$ cat src/rtl/mcu_pkg.sv
// Shared encodings for the multicycle control unit: exe commands, modes,
// opcodes, op-kind and FSM state enums.
package mcu_pkg;

    localparam logic [3:0] EXE_NOP    = 4'b0000;
    localparam logic [3:0] EXE_MOV    = 4'b0001;
    localparam logic [3:0] EXE_ADD    = 4'b0010;
    localparam logic [3:0] EXE_ADC    = 4'b0011;
    localparam logic [3:0] EXE_SUB    = 4'b0100;
    localparam logic [3:0] EXE_SBC    = 4'b0101;
    localparam logic [3:0] EXE_AND    = 4'b0110;
    localparam logic [3:0] EXE_ORR    = 4'b0111;
    localparam logic [3:0] EXE_EOR    = 4'b1000;
    localparam logic [3:0] EXE_MVN    = 4'b1001;
    localparam logic [3:0] EXE_MUL_LO = 4'b1100;
    localparam logic [3:0] EXE_MUL_HI = 4'b1101;

    localparam logic [1:0] MODE_ALU = 2'b00;
    localparam logic [1:0] MODE_MEM = 2'b01;
    localparam logic [1:0] MODE_BR  = 2'b10;
    localparam logic [1:0] MODE_STK = 2'b11;

    localparam logic [3:0] OPC_AND  = 4'b0000;
    localparam logic [3:0] OPC_EOR  = 4'b0001;
    localparam logic [3:0] OPC_SUB  = 4'b0010;
    localparam logic [3:0] OPC_WADD = 4'b0011;
    localparam logic [3:0] OPC_ADD  = 4'b0100;
    localparam logic [3:0] OPC_ADC  = 4'b0101;
    localparam logic [3:0] OPC_SBC  = 4'b0110;
    localparam logic [3:0] OPC_TST  = 4'b1000;
    localparam logic [3:0] OPC_MUL  = 4'b1001;
    localparam logic [3:0] OPC_CMP  = 4'b1010;
    localparam logic [3:0] OPC_ORR  = 4'b1100;
    localparam logic [3:0] OPC_MOV  = 4'b1101;
    localparam logic [3:0] OPC_MVN  = 4'b1111;

    typedef enum logic [2:0] {K_NONE, K_WADD, K_PUSH, K_POP, K_MUL} op_kind_e;
    typedef enum logic {S_IDLE, S_BUSY} state_e;

    // Index of the final micro-op for a given sequence kind.
    function automatic int f_last_idx(input op_kind_e kind, input int chunks);
        case (kind)
            K_WADD:  return chunks - 1;
            K_NONE:  return 0;
            default: return 1;
        endcase
    endfunction

endpackage

$ cat src/rtl/multicycle_control_unit_if.sv
// Decode-side bundle: instruction fields in, control word and sequencer status out.
interface multicycle_control_unit_if #(parameter int CNT_W = 3);
    logic [1:0]       mode;
    logic [3:0]       opcode;
    logic             status;
    logic             hazard;
    logic             flush;
    logic [3:0]       exe_cmd;
    logic             mem_read;
    logic             mem_write;
    logic             wb_en;
    logic             branch;
    logic             status_update;
    logic             freeze;
    logic             sp_sel;
    logic [CNT_W-1:0] uop_idx;
    logic             busy;

    modport master (
        output mode, opcode, status, hazard, flush,
        input  exe_cmd, mem_read, mem_write, wb_en, branch, status_update,
               freeze, sp_sel, uop_idx, busy
    );

    modport slave (
        input  mode, opcode, status, hazard, flush,
        output exe_cmd, mem_read, mem_write, wb_en, branch, status_update,
               freeze, sp_sel, uop_idx, busy
    );
endinterface

$ cat src/rtl/mcu_seq_counter.sv
// Two-state micro-op sequencer: the first uop issues from IDLE, BUSY walks the rest.
module mcu_seq_counter
    import mcu_pkg::*;
#(
    parameter int CNT_W = 3
) (
    input  logic             clk,
    input  logic             rst,
    input  logic             i_start,
    input  logic             i_hold,
    input  logic             i_clear,
    input  logic             i_tc,
    output logic [CNT_W-1:0] o_idx,
    output logic             o_busy
);
    state_e           r_state;
    logic [CNT_W-1:0] r_idx;

    always_ff @(posedge clk) begin
        if (rst) begin
            r_state <= S_IDLE;
            r_idx   <= '0;
        end else begin
            case (r_state)
                S_IDLE: if (i_start && !i_clear) begin
                    r_state <= S_BUSY;
                    r_idx   <= CNT_W'(1);
                end
                S_BUSY: if (i_clear || (!i_hold && i_tc)) begin
                    r_state <= S_IDLE;
                    r_idx   <= '0;
                end else if (!i_hold) begin
                    r_idx   <= r_idx + CNT_W'(1);
                end
            endcase
        end
    end

    assign o_idx  = r_idx;
    assign o_busy = (r_state == S_BUSY);
endmodule

$ cat src/rtl/multicycle_control_unit.sv
// Control unit: combinational decode plus multi-cycle WADD/PUSH/POP sequencing.
// Define MCU_MUL_EN to add the two-uop MUL instruction.
module multicycle_control_unit
    import mcu_pkg::*;
#(
    parameter int WADD_CHUNKS = 2,
    parameter int CNT_W       = 3
) (
    input logic                      clk,
    input logic                      rst,
    multicycle_control_unit_if.slave bus
);
    op_kind_e         w_kind, w_act, r_kind;
    logic             w_busy, w_start, w_last, w_kill;
    logic [CNT_W-1:0] w_idx;
    logic [3:0]       w_exe;
    logic             w_mr, w_mw, w_wb, w_br, w_su, w_frz, w_sp;

    always_comb begin
        w_kind = K_NONE;
        if (bus.mode == MODE_ALU && bus.opcode == OPC_WADD) w_kind = K_WADD;
        else if (bus.mode == MODE_STK) w_kind = bus.status ? K_POP : K_PUSH;
`ifdef MCU_MUL_EN
        else if (bus.mode == MODE_ALU && bus.opcode == OPC_MUL) w_kind = K_MUL;
`endif
    end

    // In BUSY the latched kind drives the uops; new instruction fields are ignored.
    assign w_act   = w_busy ? r_kind : w_kind;
    assign w_last  = (int'(w_idx) == f_last_idx(w_act, WADD_CHUNKS));
    assign w_start = !w_busy && (w_kind != K_NONE) && !bus.hazard && !bus.flush;
    assign w_kill  = rst || bus.flush;

    mcu_seq_counter #(.CNT_W(CNT_W)) u_seq (
        .clk    (clk),
        .rst    (rst),
        .i_start(w_start),
        .i_hold (bus.hazard),
        .i_clear(bus.flush),
        .i_tc   (w_last),
        .o_idx  (w_idx),
        .o_busy (w_busy)
    );

    always_ff @(posedge clk) begin
        if (rst)                                             r_kind <= K_NONE;
        else if (w_start)                                    r_kind <= w_kind;
        else if (w_busy && (bus.flush || (!bus.hazard && w_last))) r_kind <= K_NONE;
    end

    always_comb begin
        w_exe = EXE_NOP;
        w_mr  = 1'b0; w_mw = 1'b0; w_wb  = 1'b0; w_br = 1'b0;
        w_su  = 1'b0; w_frz = 1'b0; w_sp = 1'b0;
        if (w_act != K_NONE) begin
            case (w_act)
                K_WADD: begin
                    w_exe = (w_idx == '0) ? EXE_ADD : EXE_ADC;
                    w_wb  = 1'b1;
                    w_su  = w_last && bus.status;
                end
                K_PUSH: begin
                    w_sp = 1'b1;
                    if (w_idx == '0) begin w_exe = EXE_SUB; w_wb = 1'b1; end
                    else begin w_exe = EXE_ADD; w_mw = 1'b1; end
                end
                K_POP: begin
                    w_sp  = 1'b1;
                    w_exe = EXE_ADD;
                    w_wb  = 1'b1;
                    w_mr  = (w_idx == '0);
                end
`ifdef MCU_MUL_EN
                K_MUL: begin
                    w_exe = (w_idx == '0) ? EXE_MUL_LO : EXE_MUL_HI;
                    w_wb  = 1'b1;
                end
`endif
                default: ;
            endcase
            w_frz = !w_last;
        end else begin
            case (bus.mode)
                MODE_ALU: begin
                    w_wb = 1'b1;
                    w_su = bus.status;
                    case (bus.opcode)
                        OPC_MOV: w_exe = EXE_MOV;
                        OPC_MVN: w_exe = EXE_MVN;
                        OPC_ADD: w_exe = EXE_ADD;
                        OPC_ADC: w_exe = EXE_ADC;
                        OPC_SUB: w_exe = EXE_SUB;
                        OPC_SBC: w_exe = EXE_SBC;
                        OPC_AND: begin w_exe = EXE_AND; w_su = 1'b0; end
                        OPC_ORR: w_exe = EXE_ORR;
                        OPC_EOR: w_exe = EXE_EOR;
                        OPC_CMP: begin w_exe = EXE_SUB; w_wb = 1'b0; w_su = 1'b1; end
                        OPC_TST: begin w_exe = EXE_AND; w_wb = 1'b0; w_su = 1'b1; end
                        default: begin w_wb = 1'b0; w_su = 1'b0; end
                    endcase
                end
                MODE_MEM: begin
                    w_exe = EXE_ADD;
                    w_su  = bus.status;
                    if (bus.status) begin w_mr = 1'b1; w_wb = 1'b1; end
                    else w_mw = 1'b1;
                end
                MODE_BR: begin w_br = 1'b1; w_su = bus.status; end
                default: ;
            endcase
        end
        if (bus.hazard) begin
            w_exe = EXE_NOP;
            w_mr  = 1'b0; w_mw = 1'b0; w_wb = 1'b0; w_br = 1'b0;
            w_su  = 1'b0; w_sp = 1'b0; w_frz = 1'b1;
        end
    end

    assign bus.exe_cmd       = w_kill ? EXE_NOP : w_exe;
    assign bus.mem_read      = !w_kill && w_mr;
    assign bus.mem_write     = !w_kill && w_mw;
    assign bus.wb_en         = !w_kill && w_wb;
    assign bus.branch        = !w_kill && w_br;
    assign bus.status_update = !w_kill && w_su;
    assign bus.freeze        = !w_kill && w_frz;
    assign bus.sp_sel        = !w_kill && w_sp;
    assign bus.busy          = !w_kill && w_busy;
    assign bus.uop_idx       = w_kill ? '0 : w_idx;
endmodule

$ cat src/flat_wrapper.sv
// flat-port wrapper written by rule: the top's interface ports become plain ports
module multicycle_control_unit_flat import mcu_pkg::*;
#(
    parameter int WADD_CHUNKS = 2,
    parameter int CNT_W       = 3
)
  (clk, rst, bus_mode, bus_opcode, bus_status, bus_hazard, bus_flush, bus_exe_cmd, bus_mem_read, bus_mem_write, bus_wb_en, bus_branch, bus_status_update, bus_freeze, bus_sp_sel, bus_uop_idx, bus_busy);
  multicycle_control_unit_if #(.CNT_W(CNT_W)) bus_i ();
  input logic clk;
  input logic rst;
  input wire logic [$bits(bus_i.mode)-1:0] bus_mode;
  input wire logic [$bits(bus_i.opcode)-1:0] bus_opcode;
  input wire logic [$bits(bus_i.status)-1:0] bus_status;
  input wire logic [$bits(bus_i.hazard)-1:0] bus_hazard;
  input wire logic [$bits(bus_i.flush)-1:0] bus_flush;
  output wire logic [$bits(bus_i.exe_cmd)-1:0] bus_exe_cmd;
  output wire logic [$bits(bus_i.mem_read)-1:0] bus_mem_read;
  output wire logic [$bits(bus_i.mem_write)-1:0] bus_mem_write;
  output wire logic [$bits(bus_i.wb_en)-1:0] bus_wb_en;
  output wire logic [$bits(bus_i.branch)-1:0] bus_branch;
  output wire logic [$bits(bus_i.status_update)-1:0] bus_status_update;
  output wire logic [$bits(bus_i.freeze)-1:0] bus_freeze;
  output wire logic [$bits(bus_i.sp_sel)-1:0] bus_sp_sel;
  output wire logic [$bits(bus_i.uop_idx)-1:0] bus_uop_idx;
  output wire logic [$bits(bus_i.busy)-1:0] bus_busy;
  assign bus_i.mode = bus_mode;
  assign bus_i.opcode = bus_opcode;
  assign bus_i.status = bus_status;
  assign bus_i.hazard = bus_hazard;
  assign bus_i.flush = bus_flush;
  assign bus_exe_cmd = bus_i.exe_cmd;
  assign bus_mem_read = bus_i.mem_read;
  assign bus_mem_write = bus_i.mem_write;
  assign bus_wb_en = bus_i.wb_en;
  assign bus_branch = bus_i.branch;
  assign bus_status_update = bus_i.status_update;
  assign bus_freeze = bus_i.freeze;
  assign bus_sp_sel = bus_i.sp_sel;
  assign bus_uop_idx = bus_i.uop_idx;
  assign bus_busy = bus_i.busy;
  multicycle_control_unit #(.WADD_CHUNKS(WADD_CHUNKS), .CNT_W(CNT_W)) u_core (.clk(clk), .rst(rst), .bus(bus_i));
endmodule
$ cat config.mk
export PLATFORM = sky130hd
export DESIGN_NAME = multicycle_control_unit_flat
export DESIGN_NICKNAME = d
export VERILOG_FILES = /design/src/rtl/mcu_pkg.sv /design/src/rtl/multicycle_control_unit_if.sv /design/src/rtl/mcu_seq_counter.sv /design/src/rtl/multicycle_control_unit.sv /design/src/flat_wrapper.sv
export SDC_FILE = /design/constraint.sdc
export NUM_CORES = 1
export LEC_CHECK = 0
export BUFFER_PORTS_ARGS = -buffer_cell sky130_fd_sc_hd__buf_2
export CAP_MARGIN = 25
export CORE_AREA = 5 5 55 57
export CTS_CLUSTER_DIAMETER = 100
export DETAILED_ROUTE_END_ITERATION = 6
export DIE_AREA = 0 0 60 62
export SYNTH_ARGS = -nofsm -noshare
export SYNTH_HDL_FRONTEND = slang
export SYNTH_SLANG_ARGS = --single-unit
$ cat constraint.sdc
create_clock -name clk -period 1.6 [get_ports clk]
set_clock_uncertainty 0.2 [all_clocks]
set_input_delay 0 -clock clk [delete_from_list [all_inputs] [get_ports clk]]
set_output_delay 0 -clock clk [all_outputs]
set_load 0.01 [all_outputs]
# Word-level counts from Yosys, hierarchy flattened
# Cells that the tools add are included.
# word_totals
reg_bits,7
input_bits,11
output_inout_bits,15
elab_cells,117
# op_classes
add_sub_neg,1
eq_ne,20
muxes,53
bitwise_logic,1
n_reduce_logical,39
# op_table
cell,n
$pmux 4 s9,1
$mux 1,31
$mux 3,10
$eq 4x4->1 const B,5
$logic_and 1x1->1,16
$eq 4x3->1 const B,3
$mux 4,3
$pmux 4 s3,1
$reduce_or 2->1,6
$pmux 1 s2,5
$reduce_or 9->1,1
$eq 4x2->1 const B,2
$pmux 4 s2,1
$reduce_or 8->1,1
$eq 3x2->1 const B,2
$logic_not 3->1,2
$pmux 3 s2,1
$reduce_bool 3->1,2
$logic_not 1->1,5
$eq 2x2->1 const B,2
$eq 4x1->1 const B,1
$logic_not 4->1,1
$add 3x1->3 const B,1
$eq 3x1->1,1
9 further kinds,10

# Depth between registers and ports, before layout
# Gate-level depths: netlist of the first run.
# logic_depth
ltp_word,12
mapped_depth,7
mapped_depth_nobuf,7

# Modules after synthesis
# From an unflattened synthesis of the first run, not the netlist that was laid out.
# hier_totals
cells_unflattened,128
area_unflattened_um2,930.9
# by_module_without_submodules
mod,n_inst,cells_each,area_per_inst_um2,seq_area_each_um2
multicycle_control_unit,1,102,709.4,40.0
mcu_seq_counter,1,26,221.5,80.1

# Worst setup path before layout of the first run
# No wires, ideal clock.
# synth_timing
path_type,input port to output port
startpoint,in bus_mode[0]
endpoint,out bus_exe_cmd[0]
arrival_time_ns,1.566
required_ns,1.400
setup_slack_ns,-0.166
stages,7
path_buffers,0
cell_sequence,inv_1 ha_1 nand2_1 or3_4 a21oi_1 mux2_2 nor3_1
# synth_between
elab_chain_cells,9
elab_cells_between_ends,16
cone_classes,eq/ne (5); mux (8); reduce/logical (3)
# synth_lines
item,line_no,source
from (decl),flat_wrapper.sv:11,input wire logic [$bits(bus_i.mode)-1:0] bus_mode;
$eq 2x2->1 or $logic_not 2->1 (tied branches),"multicycle_control_unit.sv:22, multicycle_control_unit.sv:21, multicycle_control_unit.sv:83",
$mux 3 or $logic_and 1x1->1 (tied branches),"multicycle_control_unit.sv:22, multicycle_control_unit.sv:21",
$mux 3,multicycle_control_unit.sv:21,if (bus.mode == MODE_ALU && bus.opcode == OPC_WADD) w_kind = K_WADD;
$mux 3,multicycle_control_unit.sv:29,assign w_act = w_busy ? r_kind : w_kind;
$eq 3x2->1 or $eq 3x1->1 (tied branches),multicycle_control_unit.sv:56,case (w_act)
$pmux 4 s3,multicycle_control_unit.sv:56,
$mux 4 *,multicycle_control_unit.sv:55,if (w_act != K_NONE) begin
$mux 4 *,multicycle_control_unit.sv:112,if (bus.hazard) begin
$mux 4 *,multicycle_control_unit.sv:119,assign bus.exe_cmd = w_kill ? EXE_NOP : w_exe;
to (decl),flat_wrapper.sv:16,output wire logic [$bits(bus_i.exe_cmd)-1:0] bus_exe_cmd;
# Mark *: on every way between the ends. The rest lies on a longest branch, timed or not.

# Worst setup path after layout of the first run
# layout_timing
startpoint,reg u_core.u_seq.r_state (netlist: u_core.u_seq.o_busy)
endpoint,out bus_exe_cmd[2]
# layout_between
elab_chain_cells,6
elab_cells_between_ends,9
cone_classes,eq/ne (3); mux (5); reduce/logical (1)
# layout_lines
item,line_no,source
from (decl),mcu_seq_counter.sv:16,state_e r_state;
from (signal assigned),mcu_seq_counter.sv:21,r_state <= S_IDLE;
from (signal assigned),mcu_seq_counter.sv:26,r_state <= S_BUSY;
from (signal assigned),mcu_seq_counter.sv:30,r_state <= S_IDLE;
$mux 3 *,multicycle_control_unit.sv:29,
$eq 3x2->1 or $eq 3x1->1 (tied branches),multicycle_control_unit.sv:56,
$pmux 4 s3,multicycle_control_unit.sv:56,
$mux 4 *,multicycle_control_unit.sv:55,
$mux 4 *,multicycle_control_unit.sv:112,
$mux 4 *,multicycle_control_unit.sv:119,
# Marked as above.

==> results_dict.tcl, run 1 <==
set metrics [dict create \
    outcome "finished with violations" \
    violations "hold timing, setup timing" \
    syn_inst 130 \
    grt_usage_pct 17.3 \
    gp_congestion 0.860 \
    finalCriticalPeriod_ns 1.67 \
    wl_per_cell_um 14.8 \
    yosysSeqAreaShare_pct 12.9 \
    crit_fanout 8 \
    rows 18 \
    clock_latency_ns 0.23 \
    via_count 1241 \
    maxSlewViolCount 0 \
    syn_area_um2 928 \
    die_area_um2 3720 \
    cts_made_buffers 3 \
    cap_violations 0 \
    fin_util_pct 62.4 \
    worstSetupPathType "reg -> out" \
    clkTransAtPathRegs_ns 0.04 \
    grt_pass1_wl_mm 5.09 \
    syn2layout_area_growth_pct 63.6 \
    ir_drop_mv 0.441 \
    vias_per_cell 5.83 \
    synthArstFlopShare_pct 0 \
    drt_pass1_iterations 5 \
    ys_seq_elements 6 \
    wl_mm 3.15 \
    yosys.cell_types.count 45 \
    cts_buffer_depth 2 \
    antenna_left 0 \
    antenna_found_initial 0 \
    drc_errors 0 \
    gr-total-overflow 0 \
    worst_pin_slew_ns 0.399 \
    hpwlAfterDp_mm 2.21 \
    grt_max_degree 13 \
    initialDrtViolationCount 51 \
    drive_above_1_share_pct 51.9 \
    synth-edff-count 0 \
    whs_ns -0.0264 \
    setup_slack_ns -0.0729 \
    htree_num_levels 1 \
    start_util_pct 38.2 \
    startpoint_type "flip-flop" \
    cp_data_arrival_time_ns 1.47 \
    period_share_pct 105 \
    n_antenna_cell 0 \
    root_buffer "clkbuf_4" \
    p_per_area_nw_per_um2 354 \
    place_ws_ns -0.174 \
    fp.dieW_um 60 \
    p_leak_nw 0.701 \
    finalHoldViolations 1 \
    min_path_type "in -> reg" \
    max_slew_margin_pct 73.0 \
    syn_area_per_cell_um2 7.14 \
    die_h_um 62 \
    synthFlopType "dfxtp_1" \
    pin_count 26 \
    cts_tree "yes" \
    portBuffers 25 \
    finalNetCount 203 \
    cp.required_ns 1.40 \
    core-area_um2 2430 \
    clock-sinks 6 \
    yosysWarnings 0 \
    setup_tns_ns -0.419 \
    finalSetupViolations 7 \
    rsz0062_at_grt "true" \
    synthesis.nets 148 \
    grt_pass1_vias 1175 \
    fmax_ghz 0.598 \
    crit_path_end_kind "output port" \
]
## logic make-up after synthesis
family | Yosys count | synth area share [%]
AO/OA/AOI/OAI | 36 | 28.8
XOR/XNOR | 3 | 2.83
adder cells (fa/ha/maj) | 7 | 9.43
buffers and inverters | 18 | 10.5
flip-flops | 6 | 12.9
multiplexers | 1 | 1.21
AND/OR/NAND/NOR | 59 | 34.2
## timing repair
action,CTS,global route
hold buffers,1,1
gates cloned,1,0
endpoints found under the setup margin,11,13
buffers inserted,5,2
gates resized for setup,32,14
endpoints found under the hold margin,5,4
pin swaps,10,8
## worst max-delay path: stages, from the launching register on
cell	delay, ns
dfxtp_4	0.37
nor2_1	0.25
a22o_4	0.22
nand4b_1	0.11
a21oi_2	0.14
buf_2	0.15
## per-stage QoR
stage,instances,power (mW),area [µm²],hold slack [ns]
4_1_cts,210,0.526,1430,-0.150
3_5_place_dp,200,0.355,1230,0.108
3_3_place_gp,200,0.351,1230,0.104
6_report,213,0.538,1520,-0.0264
2_1_floorplan,130,0.284,946,-0.00321
5_1_grt,213,0.580,1520,0.0104
## cell usage in the layout, fill, tap and decap left out, types with 3 or more instances in the layout
cell      count
buf_4        29
buf_2        20
and3_4        3
buf_6         7
nand2_1       7
nor3_1        7
ha_1          5
o21ai_0       4
clkbuf_4      3
a21oi_2       4
nand3_1       6
and2_1        4
nor2_2        3
a21oi_1       5
dfxtp_2       3
nor2_1       10
inv_1         5
o21a_1        3
## layout make-up
| class | instances | area [µm²] |
|---|---|---|
| sequential | 6 | 128 |
| inverter | 8 | 35.0 |
| clock buffer | 3 | 22.5 |
| multi-input combinational | 107 | 865 |
| fill | 205 | 913 |
| tap | 30 | 37.5 |
| timing repair buffer | 59 | 432 |
## final timing paths
check	depth (start not counted)	slack, ns	to	from
setup / recovery	5	-0.07	bus_exe_cmd[2]	u_core.u_seq.o_busy
hold / removal	3	-0.03	u_core.r_kind[0]	rst
setup reg to reg	5	0.03	u_core.u_seq.o_idx[2]	u_core.u_seq.o_busy
hold reg to reg	2	0.34	u_core.u_seq.o_idx[1]	u_core.u_seq.o_idx[1]
## state kept, by name (all words and copies together) (netlist names)
name / cells
u_core.u_seq.o_idx: 3
u_core.u_seq.o_busy: 1
u_core.r_kind: 2
## cells in the mapped netlist (2+ instances only)
library cell  count  area [µm²]
nor2_1           13        48.8
a21oi_1           9        45.0
nand2_1           9        33.8
nor3_1            9        45.0
inv_1             8        30.0
ha_1              7        87.6
buf_4             6        45.0
dfxtp_1           6         120
nand3_1           6        30.0
o21ai_0           5        25.0
and2_1            4        25.0
and3_1            3        18.8
clkbuf_1          3        11.3
nand2b_1          3        18.8
o21a_1            3        22.5
a31oi_1           2        12.5
nand3b_1          2        15.0
nor2b_1           2        12.5
o22a_1            2        17.5
o31ai_1           2        15.0
xnor2_1           2        17.5
## routing by layer
| layer | vias to the layer above | GRT usage [%] | wire [µm] |
|---|---|---|---|
| met5 | - | 0 | 0 |
| li1 | 583 | - | - |
| met4 | 0 | 3.80 | 38 |
| met1 | 581 | 21.9 | 1310 |
| met3 | 8 | 3.31 | 257 |
| met2 | 69 | 30.6 | 1550 |
## power by group
| group | leakage (nW) | total, mW | internal [mW] | switching (mW) |
|---|---|---|---|---|
| registers | 0.0508 | 0.156 | 0.152 | 0.00306 |
| clock network | 0.0138 | 0.128 | 0.0841 | 0.0437 |
| logic | 0.636 | 0.255 | 0.124 | 0.131 |
No activity file was read; power rests on OpenSTA's default activity.
==> run 2: changes to the inputs <==
==> constraint.sdc (replaced) <==
create_clock -name clk -period 1.6 [get_ports clk]
set_clock_uncertainty 0.2 [all_clocks]
set_input_delay 0.16 -clock clk [delete_from_list [all_inputs] [get_ports clk]]
set_output_delay 0.16 -clock clk [all_outputs]
set_load 0.01 [all_outputs]
==> run 2 against run 1 <==
  * Critical path depth up 5
  * Fmax down 15%
  * Global-route usage up 2.5 points
  * Count of clock-buffer cells in the layout unchanged
  * Total power up 7.7%
  * Largest cell class unchanged
  * Worst setup slack worse by 0.30 ns
  * The run ends with setup timing left
  * Sequential power about the same
==> results_dict.tcl, run 2 (synthesized netlist as in run 1, its figures left out) <==
set metrics [dict create \
    p_comb_share_pct 49.4 \
    core-area_um2 2430 \
    max_slew_margin_pct 69.4 \
    start_util_pct 38.2 \
    grt_max_degree 12 \
    ir_drop_mv 0.402 \
    clock_latency_ns 0.24 \
    cp.required_ns 1.24 \
    htree_num_levels 1 \
    p_sw_mw 0.199 \
    startpoint_type "primary input" \
    syn2layout_area_growth_pct 76.1 \
    multiInputGateArea_um2 910 \
    fp.dieW_um 60 \
    cts_made_buffers 3 \
    wl_mm 3.44 \
    rows 18 \
    outcome "finished with violations" \
    wl_per_cell_um 15.4 \
    cts_tree "yes" \
    gr-total-overflow 0 \
    finalNetCount 213 \
    grt_usage_pct 19.9 \
    drt_pass1_iterations 4 \
    mostFrequentLayoutCells "41 x buf_4, 20 x buf_2, 11 x nor2_1, 7 x buf_6" \
    antenna_left 0 \
    n_fill_cell 202 \
    n_antenna_cell 0 \
    fmax_ghz 0.506 \
    antenna_found_initial 0 \
    cp_data_arrival_time_ns 1.62 \
    cts_hold_buf 0 \
    clkTransAtPathRegs_ns 0.05 \
    worstSetupPathType "in -> out" \
    die_area_um2 3720 \
    p_per_area_nw_per_um2 355 \
    violations "setup timing" \
    seq_area_um2 126 \
    crit_path_end_kind "output port" \
    cap_violations 0 \
    grt_pass1_wl_mm 5.64 \
    finalCriticalPeriod_ns 1.98 \
    p_int_mw 0.381 \
    p_sw_share_pct 34.3 \
    period_share_pct 124 \
    worst_pin_slew_ns 0.453 \
    total_power_mw 0.580 \
    drc_errors 0 \
    die_h_um 62 \
    place_ws_ns -0.427 \
    finalHoldViolations 0 \
    rsz0062_at_grt "true" \
    crit_fanout 4 \
    placed_area_um2 1370 \
    final_common_cell "buf_4" \
    via_count 1219 \
    pin_count 26 \
    initialDrtViolationCount 45 \
    p_leak_nw 0.758 \
    cts_buffer_depth 2 \
    gp_congestion 0.948 \
    root_buffer "clkbuf_4" \
    hpwlAfterDp_mm 2.36 \
    clock-sinks 6 \
    drive_above_1_share_pct 58.5 \
    setup_tns_ns -3.38 \
    portBuffers 25 \
    maxSlewViolCount 0 \
    finalSetupViolations 12 \
    min_path_type "in -> reg" \
    largest_reg_flops 3 \
    finish.instance_area_um2 1640 \
    p_seq_share_pct 26.9 \
    vias_per_cell 5.47 \
    grt_pass1_vias 1208 \
    setup_slack_ns -0.377 \
    pwr-share-clk_pct 23.7 \
]
## run 2: power groups by stage
stage,Clock (mW),Combinational [mW],Sequential [mW]
2_1_floorplan,0,0.135,0.159
3_3_place_gp,0,0.223,0.158
3_5_place_dp,0,0.228,0.158
4_1_cts,0.146,0.261,0.157
5_1_grt,0.154,0.308,0.156
6_report,0.137,0.286,0.156
## run 2: final timing paths
path                         start               endpoint  slack (ns)  cells after the start
setup / recovery       bus_mode[1]          bus_mem_write       -0.38                     10
hold / removal                 rst  u_core.u_seq.o_idx[0]        0.15                      4
hold reg to reg   u_core.r_kind[0]       u_core.r_kind[0]        0.32                      2
setup reg to reg  u_core.r_kind[0]       u_core.r_kind[0]           0                      6
## run 2: timing repair
action	CTS	global route
resized for setup	25	18
pin swaps	8	12
cloned	1	0
setup endpoints to repair	14	17
buffers inserted	6	3
## run 2: cell type report
class	count	area share (%)
clock buffers	3	1.38
inverters	8	2.30
multi-input cells	107	55.6
flip-flops and latches	6	7.73
well taps	30	2.30
repair buffers	69	30.7
## run 2: critical path: stages
cell      delay (ns)
buf_8           0.10
inv_6           0.05
ha_4            0.15
nand2_4         0.04
or3_4           0.37
buf_4           0.16
a22o_4          0.27
nand3b_1        0.12
a21oi_2         0.06
buf_2           0.13
## run 2: per-stage QoR
stage	hold slack [ns]	std cells	util (%)
after global placement	0.302	212	56.1
after detailed placement	0.295	212	56.1
after CTS	0.138	221	63.8
after global routing	0.163	223	67.2
final	0.146	223	67.2
after floorplan	0.180	130	-
## run 2: routing by layer
| layer | GRT usage, % | part of all wire [%] | vias to the layer above |
|---|---|---|---|
| li1 | - | - | 600 |
| met1 | 23.9 | 39 | 563 |
| met2 | 37.7 | 52 | 51 |
| met3 | 2.07 | 7.2 | 5 |
| met4 | 4.75 | 1.3 | 0 |
| met5 | 0 | 0 | - |
==> run 3: changes to the inputs <==
--- a/config.mk
+++ b/config.mk
@@ -11,6 +11,7 @@
 export CTS_CLUSTER_DIAMETER = 100
 export DETAILED_ROUTE_END_ITERATION = 6
 export DIE_AREA = 0 0 60 62
+export RECOVER_POWER = 100
 export SYNTH_ARGS = -nofsm -noshare
 export SYNTH_HDL_FRONTEND = slang
 export SYNTH_SLANG_ARGS = --single-unit
==> run 3 against run 2 <==
  * The run still ends with setup timing left
  * Combinational power about the same
  * Clock power about the same
  * Register-to-register slack is essentially flat
  * Critical path depth unchanged
  * Cell count did not move
  * First-iteration DRC count rose by 6.7%
  * Cell area fell by 0.31%
  * Worst setup slack better by 0.0017 ns
  * Via count increased by 0.25%
  * Core utilization shrank 0.21 points
  * Critical endpoint unchanged
  * Largest power group unchanged
==> results_dict.tcl, run 3 (synthesized netlist as in run 1, its figures left out) <==
set metrics [dict create \
    outcome "finished with violations" \
    violations "setup timing" \
    cts_made_buffers 3 \
    hpwlAfterDp_mm 2.36 \
    via_count 1222 \
    startpoint_type "primary input" \
    stdcell_count 223 \
    finalSetupViolations 12 \
    final_common_cell "buf_4" \
    cts_buffer_depth 2 \
    finalHoldViolations 0 \
    setup_tns_ns -3.36 \
    cp.required_ns 1.24 \
    gr-total-overflow 0 \
    antenna_left 0 \
    grt_pass1_wl_mm 5.64 \
    wl_met2_mm 1.81 \
    grt_usage_pct 19.9 \
    start_util_pct 38.2 \
    highest_layer "met4" \
    finalNetCount 213 \
    antenna_found_initial 0 \
    seq_area_um2 126 \
    maxSlewViolCount 0 \
    wl_met3_um 251 \
    grt_max_degree 12 \
    drive_above_1_share_pct 57.5 \
    die_h_um 62 \
    fin_util_pct 67.0 \
    grt_pass1_vias 1208 \
    multiInputGateArea_um2 910 \
    clock_latency_ns 0.24 \
    gp_congestion 0.948 \
    largest_reg_flops 3 \
    crit_path_end_kind "output port" \
    clkTransAtPathRegs_ns 0.05 \
    p_per_area_nw_per_um2 355 \
    setup_slack_ns -0.375 \
    core-area_um2 2430 \
    dp.cells 212 \
    worstSetupPathType "in -> out" \
    rows 18 \
    drc_errors 0 \
    min_path_type "in -> reg" \
    period_share_pct 123 \
    n_antenna_cell 0 \
    total_power_mw 0.579 \
    htree_num_levels 1 \
    pin_count 26 \
    vias_per_cell 5.48 \
    drt-met1-wl_mm 1.33 \
    syn2layout_area_growth_pct 75.6 \
    mostFrequentLayoutCells "39 x buf_4, 19 x buf_2, 11 x nor2_1, 7 x buf_6" \
    wl_mm 3.44 \
    portBuffers 25 \
    cts_tree "yes" \
    max_slew_margin_pct 68.9 \
    ir_drop_mv 0.402 \
    clock-sinks 6 \
    rsz0062_at_grt "true" \
    n_fill_cell 203 \
    root_buffer "clkbuf_4" \
    wl_per_cell_um 15.4 \
    cap_violations 0 \
    drt_pass1_iterations 4 \
    cp_data_arrival_time_ns 1.62 \
    whs_ns 0.144 \
    p_leak_nw 0.747 \
    finalCriticalPeriod_ns 1.98 \
    fmax_ghz 0.506 \
    fp.dieW_um 60 \
    initialDrtViolationCount 48 \
    worst_pin_slew_ns 0.461 \
    die_area_um2 3720 \
    crit_fanout 4 \
]
## run 3: cell count changes in the layout (fill, tap and decap cells not counted)
cell      previous run  this run
clkbuf_1             0         2
buf_4               41        39
buf_2               20        19
clkbuf_4             3         4
and2_0               0         1
and2_1               4         3
## run 3: area by class of cell
type / instances / share of cell area, %
multi-input cells: 107 / 55.8
repair buffers: 69 / 30.5
flip-flops and latches: 6 / 7.75
inverters: 8 / 2.30
well taps: 30 / 2.30
clock buffers: 3 / 1.38
## run 3: stage by stage
step	cell area, µm²	setup WS [ns]
floorplan	997	-0.190
global placement	1370	-0.376
detailed placement	1370	-0.427
CTS	1550	-0.362
global route	1630	-0.426
finish	1630	-0.375
## run 3: routing by layer
metal  GRT usage, %  vias up
met5              0        -
met3           2.07        5
met1           23.9      564
met2           37.7       54
met4           4.75        0
li1               -      599
## run 3: report_power, final
| part | switching (mW) | internal (mW) |
|---|---|---|
| registers | 0.00389 | 0.152 |
| logic | 0.142 | 0.143 |
| clock network | 0.0528 | 0.0847 |
## run 3: path summary, 6_finish.rpt
| path | slack (ns) | end | cells after the start | start |
|---|---|---|---|---|
| worst min-delay path | 0.14 | u_core.u_seq.o_idx[0] | 4 | rst |
| worst max-delay path | -0.38 | bus_mem_write | 10 | bus_mode[1] |
| worst max register to register | -0.01 | u_core.r_kind[0] | 6 | u_core.r_kind[0] |
| worst min register to register | 0.32 | u_core.r_kind[0] | 2 | u_core.r_kind[0] |
## run 3: timing repair
item,4_1_cts,5_1_grt
endpoints found under the setup margin,14,17
cloned,1,0
buffers inserted,6,3
hold buffers,0,0
gates resized for setup,25,18
pin swaps,8,12
## run 3: worst max-delay path, cell delays in order
cell and delay, ns:
buf_8 0.10, inv_6 0.05, ha_4 0.15, nand2_4 0.04, or3_4 0.37, buf_4 0.16, a22o_4 0.27, nand3b_1 0.12
a21oi_2 0.06, buf_2 0.13
